<file path="src/rtl/pulp_clkgate_pkg.sv">
`timescale 1ns/1ps
`default_nettype none
// +----------------------------------------------------------------------------+
// | Package     : pulp_clkgate_pkg                                             |
// | Description : Shared types for the asynchronous-enable multi-channel       |
// |               clock gate: per-channel gate FSM state encoding.             |
// | Revision    : 1.0 - initial release                                        |
// +----------------------------------------------------------------------------+
package pulp_clkgate_pkg;

  // Per-channel gate state. DRAIN is the hysteresis window between the synced
  // enable dropping and the clock actually being gated off.
  typedef enum logic [1:0] {
    CG_OFF   = 2'd0,
    CG_ON    = 2'd1,
    CG_DRAIN = 2'd2
  } cg_state_e;

endpackage : pulp_clkgate_pkg
`default_nettype wire

</file>
<file path="src/rtl/pulp_clock_gating.sv">
`timescale 1ns/1ps
`default_nettype none
// +----------------------------------------------------------------------------+
// | Module      : pulp_clock_gating                                            |
// | Description : Technology ICG wrapper. Latch-based integrated clock gate;   |
// |               the enable is captured while clk_i is low so clk_o never     |
// |               carries a truncated pulse.                                   |
// | Revision    : 1.0 - initial release                                        |
// +----------------------------------------------------------------------------+
// | Ports:                                                                     |
// |   clk_i      in  1  source clock                                           |
// |   en_i       in  1  functional enable (must be registered in clk_i domain) |
// |   test_en_i  in  1  DFT enable, ORed with en_i ahead of the latch          |
// |   clk_o      out 1  gated clock                                            |
// +----------------------------------------------------------------------------+
module pulp_clock_gating (
  input  logic clk_i,
  input  logic en_i,
  input  logic test_en_i,
  output logic clk_o
);

  logic en_latch;

  // Transparent during the low phase only; holds through the high phase.
  always_latch begin
    if (!clk_i) begin
      en_latch = en_i | test_en_i;
    end
  end

  assign clk_o = clk_i & en_latch;

endmodule : pulp_clock_gating
`default_nettype wire

</file>
<file path="src/rtl/pulp_clock_gating_async_ch.sv">
`timescale 1ns/1ps
`default_nettype none
// +----------------------------------------------------------------------------+
// | Module      : pulp_clock_gating_async_ch                                   |
// | Description : One clock-gating channel: enable synchroniser, gate FSM      |
// |               with off-delay hysteresis counter, and ICG.                  |
// | Revision    : 1.0 - initial release                                        |
// +----------------------------------------------------------------------------+
// | Ports:                                                                     |
// |   clk_i       in  1  ungated source clock                                  |
// |   rstn_i      in  1  asynchronous active-low reset                         |
// |   en_async_i  in  1  enable request, asynchronous to clk_i                 |
// |   test_en_i   in  1  DFT override, forces clk_o running                    |
// |   clk_o       out 1  gated clock                                           |
// |   en_ack_o    out 1  gate state (1 = clk_o enabled)                        |
// +----------------------------------------------------------------------------+
module pulp_clock_gating_async_ch
  import pulp_clkgate_pkg::*;
#(
  parameter int unsigned SYNC_STAGES = 2,
  parameter int unsigned OFF_DELAY   = 4,
  parameter logic        RESET_EN    = 1'b1
) (
  input  logic clk_i,
  input  logic rstn_i,
  input  logic en_async_i,
  input  logic test_en_i,
  output logic clk_o,
  output logic en_ack_o
);

  // A zero off-delay still needs a 1-bit counter so the declarations stay legal.
  localparam int unsigned CNT_W = (OFF_DELAY > 0) ? $clog2(OFF_DELAY + 1) : 1;
  localparam logic [CNT_W-1:0] CNT_LOAD =
    (OFF_DELAY > 0) ? CNT_W'(OFF_DELAY - 1) : '0;
  localparam cg_state_e RESET_STATE = RESET_EN ? CG_ON : CG_OFF;

  logic [SYNC_STAGES-1:0] sync_d, sync_q;
  logic                   sync_out;
  cg_state_e              state_d, state_q;
  logic [CNT_W-1:0]       cnt_d, cnt_q;
  logic                   gate_en;

  // Synchroniser: resets to the channel's reset gate state so the FSM does not
  // see a spurious edge when reset is released.
  always_comb begin
    sync_d = {sync_q[SYNC_STAGES-2:0], en_async_i};
  end

  assign sync_out = sync_q[SYNC_STAGES-1];

  always_comb begin
    state_d = state_q;
    cnt_d   = cnt_q;
    unique case (state_q)
      CG_ON: begin
        if (!sync_out) begin
          if (OFF_DELAY == 0) begin
            state_d = CG_OFF;
          end else begin
            state_d = CG_DRAIN;
            cnt_d   = CNT_LOAD;
          end
        end
      end
      CG_DRAIN: begin
        if (sync_out) begin
          state_d = CG_ON;
          cnt_d   = '0;
        end else if (cnt_q == '0) begin
          state_d = CG_OFF;
        end else begin
          cnt_d = cnt_q - CNT_W'(1);
        end
      end
      CG_OFF: begin
        if (sync_out) begin
          state_d = CG_ON;
        end
      end
      default: begin
        state_d = RESET_STATE;
        cnt_d   = '0;
      end
    endcase
  end

  always_ff @(posedge clk_i or negedge rstn_i) begin
    if (!rstn_i) begin
      sync_q  <= {SYNC_STAGES{RESET_EN}};
      state_q <= RESET_STATE;
      cnt_q   <= '0;
    end else begin
      sync_q  <= sync_d;
      state_q <= state_d;
      cnt_q   <= cnt_d;
    end
  end

  // Gate enable comes straight from state flops, never from en_async_i.
  assign gate_en  = (state_q != CG_OFF);
  assign en_ack_o = gate_en;

  pulp_clock_gating u_icg (
    .clk_i     (clk_i),
    .en_i      (gate_en),
    .test_en_i (test_en_i),
    .clk_o     (clk_o)
  );

endmodule : pulp_clock_gating_async_ch
`default_nettype wire

</file>
<file path="src/rtl/pulp_clock_gating_async_multi.sv">
`timescale 1ns/1ps
`default_nettype none
// +----------------------------------------------------------------------------+
// | Module      : pulp_clock_gating_async_multi                                |
// | Description : Multi-channel clock gate with asynchronous enables,          |
// |               off-delay hysteresis and per-channel gate acknowledge.       |
// | Revision    : 1.0 - initial release                                        |
// +----------------------------------------------------------------------------+
// | Ports:                                                                     |
// |   clk_i       in  1       ungated source clock                             |
// |   rstn_i      in  1       asynchronous active-low reset                    |
// |   en_async_i  in  NUM_CH  per-channel enable request (asynchronous, level) |
// |   test_en_i   in  1       DFT override, forces every clk_o running         |
// |   clk_o       out NUM_CH  gated clocks                                     |
// |   en_ack_o    out NUM_CH  per-channel gate state (1 = clk_o enabled)      |
// +----------------------------------------------------------------------------+
module pulp_clock_gating_async_multi
  import pulp_clkgate_pkg::*;
#(
  parameter int unsigned       NUM_CH      = 4,
  parameter int unsigned       SYNC_STAGES = 2,
  parameter int unsigned       OFF_DELAY   = 4,
  parameter logic [NUM_CH-1:0] RESET_EN    = '1
) (
  input  logic              clk_i,
  input  logic              rstn_i,
  input  logic [NUM_CH-1:0] en_async_i,
  input  logic              test_en_i,
  output logic [NUM_CH-1:0] clk_o,
  output logic [NUM_CH-1:0] en_ack_o
);

  if (SYNC_STAGES < 2) begin : g_chk_sync_stages
    $error("pulp_clock_gating_async_multi: SYNC_STAGES must be >= 2");
  end

  if (NUM_CH < 1) begin : g_chk_num_ch
    $error("pulp_clock_gating_async_multi: NUM_CH must be >= 1");
  end

  for (genvar c = 0; c < NUM_CH; c++) begin : g_ch
    pulp_clock_gating_async_ch #(
      .SYNC_STAGES (SYNC_STAGES),
      .OFF_DELAY   (OFF_DELAY),
      .RESET_EN    (RESET_EN[c])
    ) u_ch (
      .clk_i      (clk_i),
      .rstn_i     (rstn_i),
      .en_async_i (en_async_i[c]),
      .test_en_i  (test_en_i),
      .clk_o      (clk_o[c]),
      .en_ack_o   (en_ack_o[c])
    );
  end

endmodule : pulp_clock_gating_async_multi
`default_nettype wire

</file>
<file path="config.mk">
export PLATFORM = sky130hd
export DESIGN_NAME = pulp_clock_gating_async_multi
export DESIGN_NICKNAME = d
export VERILOG_FILES = /design/src/rtl/pulp_clkgate_pkg.sv /design/src/rtl/pulp_clock_gating.sv /design/src/rtl/pulp_clock_gating_async_ch.sv /design/src/rtl/pulp_clock_gating_async_multi.sv
export SDC_FILE = /design/constraint.sdc
export NUM_CORES = 1
export LEC_CHECK = 0
export BUFFER_PORTS_ARGS = -buffer_cell sky130_fd_sc_hd__buf_2
export CAP_MARGIN = 20
export CORE_UTILIZATION = 55
export DETAILED_ROUTE_END_ITERATION = 10
export PLACE_DENSITY = 0.78
export SYNTH_ARGS = -nofsm -noshare
export SYNTH_HDL_FRONTEND = slang
export SYNTH_HIERARCHICAL = 1
export SYNTH_SLANG_ARGS = --single-unit
export TNS_END_PERCENT = 50
</file>
<file path="constraint.sdc">
create_clock -name clk_i -period 2 [get_ports clk_i]
set_input_delay 0.4 -clock clk_i [delete_from_list [all_inputs] [get_ports clk_i]]
set_output_delay 0.4 -clock clk_i [all_outputs]
set_load 0.01 [all_outputs]
</file>
Word-level counts from Yosys, hierarchy flattened. Cells that the tools add are included.

Memory bits (writable): 0. Register bits: 28. Bits in latches: 4. Memories: 0. Word-level logic and storage cells: 116. Bits in read-only memories: 0. Input bits: 7.

Reduce and logical (&&, ||, !) cells: 20. Order comparisons: 0. Shift operators: 0. Bitwise gates (word level): 12. Muxes and demuxes: 40. Eq/ne operators: 24. $mul: 0. Divide/modulo/power cells: 0. $add $sub $neg: 4.

Operator list (count): $mux 3 (12); $pmux 3 s3 (4); $mux 2 (16); $pmux 2 s3 (4); $reduce_and 3->1 (8); $logic_not 3->1 (4); $ne 3x1->1 const B (4); $ne 3x2->1 const B (4); $sub 3x1->3 const B (4); $eq 2x1->1 const B (4); $eq 2x2->1 const B (4); $logic_not 2->1 (4); $ne 2x1->1 const B (4); $ne 2x2->1 const B (4); $reduce_bool 2->1 (4); $and 1x1->1 (4); $mux 1 (4); $not 1->1 (4); $or 1x1->1 (4).

Depth between registers and ports, before layout.
Word-level depth: 4. Mapped depth: 6. Depth with buffers taken out: 6.

Cells and area by module. The synthesis kept the hierarchy.

Modules (own cells, without submodules): pulp_clock_gating_async_ch at g_ch[1].u_ch ... (sequential area each 178.9 um^2, instances 3, area each 441.7 um^2, cells each 39); pulp_clock_gating_async_ch at g_ch[0].u_ch (sequential area each 178.9 um^2, instances 1, area each 406.6 um^2, cells each 37); pulp_clock_gating (sequential area each 0.0 um^2, instances 4, area each 27.5 um^2, cells each 3).

==> flow_metrics.py <==
metrics = {
    "run_status": {
        "status": "complete, but fails checks",
        "violations": "negative setup slack",
    },
    "placement": {
        "dp_hpwl_mm": 2.28,
        "port_buffers": 14,
        "gp_congestion": 0.756,
        "dp_slack_ns": 0.00492,
        "post_dp_cell_area_sq_mm": 0.00196,
        "dpl.cell_count": 225,
    },
    "setup_path": {
        "critPathMaxFanout": 1,
        "r2r_start": "g_ch[1].u_ch/state_q[0]",
        "r2r_slack_ns": 0,
        "critical_path_arrival_ns": 2.07,
        "r2r_cells": 4,
        "setup.worst_path.start": "g_ch[2].u_ch/u_icg/en_latch",
        "start_kind": "latch",
        "timing.rr.end": "g_ch[1].u_ch/u_icg/en_latch",
        "path_class": "latch2out",
        "cp-end-kind": "output port",
        "crit_required_ns": 1.60,
    },
    "sta": {
        "worst_hold_slack_ns": 0.0509,
        "slew_violations": 0,
        "setup_viol": 8,
        "worst_pin_slew_ns": 0.625,
        "rsz0062_at_grt": "true",
        "setup_ws_ns": -0.465,
        "setup_tns_ns": -1.82,
        "hold_viol": 0,
        "maxSlewHeadroom_pct": 58.4,
        "finClkSkew_ns": 0.00568,
    },
    "layout": {
        "final_core_util_pct": 68.1,
        "final_nets": 225,
        "stdcell_area_sq_mm": 0.00211,
        "antenna_cells": 0,
        "drive_gt1_share_pct": 32.8,
        "syn_to_final_growth_pct": 14.8,
        "final_common_cell": "inv_1",
        "most-common-layout-cells": "inv_1, ha_1, dfrtp_1, dfstp_2, buf_2",
        "final_cell_count_no_fill": 239,
    },
    "die": {
        "num_rows": 20,
        "core_area_sq_mm": 0.00310,
        "initial_core_util_pct": 59.4,
        "fp.dieH_um": 59.9,
        "dieArea_sq_mm": 0.00358,
        "io_pins": 15,
        "die_x_um": 59.9,
    },
    "power": {
        "power_mw": 3.32,
        "p_clk_share_pct": 27.1,
        "combPwrFrac_pct": 44.3,
        "peakVddDrop_uv": 839,
        "pwr-share-seq_pct": 28.6,
        "p_switching_mw": 1.25,
        "switching_share_pct": 37.7,
        "power.density_mw_per_mm2": 1570,
        "leakage_nw": 0.973,
        "internal_power_mw": 2.07,
    },
    "drt": {
        "vias": 1248,
        "vias_per_cell": 5.22,
        "drtIter0Drc": 72,
        "wirelength_mm": 3.28,
        "drtAntennaViolNets": 0,
        "drc_errors": 0,
        "wl_per_cell_um": 13.7,
        "firstDrtPassIters": 4,
    },
    "clocking": {
        "insertion_delay_ns": 0.44,
        "cts_tree": "yes",
        "clk_pin_slew_ns": 0.10,
    },
    "yosys": {
        "avgSynthCellArea_sq_um": 11.1,
        "synth_ff_type": "dfrtp_1",
        "ys_ff_latch": 32,
        "synthTopCellsByArea": "dfrtp_1, dfstp_2, ha_1",
        "synth_warnings": 6,
        "synth_area_sq_mm": 0.00184,
        "synth_async_sr_flop_share_pct": 87.5,
        "synthDistinctLibCells": 29,
        "yosys.area.top_type_share_pct": 21.7,
        "synth_edf_count": 0,
        "synth_top_cell_by_area": "dfrtp_1",
        "synthCells": 166,
        "syn-num-nets": 197,
    },
    "min_path": {
        "hp-start": "en_async_i[3]",
        "worstHoldPathCells": 1,
        "holdPathEnd": "g_ch[3].u_ch/sync_q[0]",
        "hp-class": "in2reg",
    },
    "global_routing": {
        "grt_start_max_net_pins": 29,
        "antenna_found_initial": 0,
        "grt_pass1_wl_mm": 5.40,
        "grt.total_usage_pct": 22.1,
        "grt_pass1_vias": 1299,
        "overflow": 0,
    },
    "flow_run": {
        "drv_cap": 0,
    },
}
==> worst max-delay path, stage by stage, from the launching register on <==
cell and delay (ns):
dlxtn_2 0.41, and2_4 0.13, buf_6 0.09
==> synth_stat cells, types with 4 or more instances <==
cell,n
ha_1,24
inv_1,24
dfrtp_1,16
dfstp_2,12
mux2i_1,11
nor2_1,8
nor3b_1,8
o21ai_0,8
nor3_1,5
and2_1,4
dlxtn_1,4
o22ai_1,4
or2_1,4
==> power groups by stage <==
stage,Sequential (mW),Combinational [mW],Clock [mW]
finish,0.950,1.47,0.899
global route,0.966,1.64,0.993
CTS,0.951,1.48,0.849
detailed placement,0.962,1.46,0.176
global placement,0.941,1.36,0.176
floorplan,0.921,1.14,0.110
==> how the worst max path moves through the flow <==
stage                                        to  slack (ns)  depth (start not counted)
floorplan           g_ch[1].u_ch/u_icg/en_latch           0                          4
global placement                       clk_o[1]        0.03                          2
detailed placement                     clk_o[2]       0.005                          2
CTS                                    clk_o[3]       -0.50                          2
global route                           clk_o[2]       -0.53                          3
finish                                 clk_o[2]       -0.47                          2
==> kinds of logic (layout without fill, tap and decap cells) <==
group / Yosys count / in the layout / share of synthesized area [%]
muxes: 15 / 15 / 9.04
buffers and inverters: 27 / 56 / 6.73
DFF: 28 / 28 / 38.9
and+or+nand+nor: 44 / 44 / 15.9
latches: 4 / 4 / 3.26
adders and majority gates: 24 / 24 / 16.3
AOI/OAI and AO/OA: 24 / 24 / 9.92
==> registers in the layout (all words and copies together), names as in the netlist <==
register	count
g_ch.u_ch/u_icg/en_latch	4
g_ch.u_ch/cnt_q	12
g_ch.u_ch/state_q	8
g_ch.u_ch/sync_q	8
==> metal layers <==
layer  GRT usage, %  share of wire (%)  vias to the layer above
met4           14.6               0.58                        0
met1           22.0                 43                      612
met2           37.0                 53                       19
met5              0                  0                        -
li1               -                  -                      613
met3           9.74                3.6                        4
==> final cells by class <==
class | instances | area [sq um]
fill | 265 | 988
tap | 44 | 55.1
clock inverter | 3 | 42.5
clock buffer | 13 | 100
multi-input combinational | 107 | 950
inverter | 24 | 90.1
sequential | 32 | 777
timing repair buffer | 16 | 100
==> what timing repair did <==
action,CTS,global route
endpoints found under the setup margin,8,8
endpoints found under the hold margin,16,1
gates resized for setup,0,6
buffers inserted,0,0
hold buffers,1,1
No activity file was read; power rests on OpenSTA's default activity.
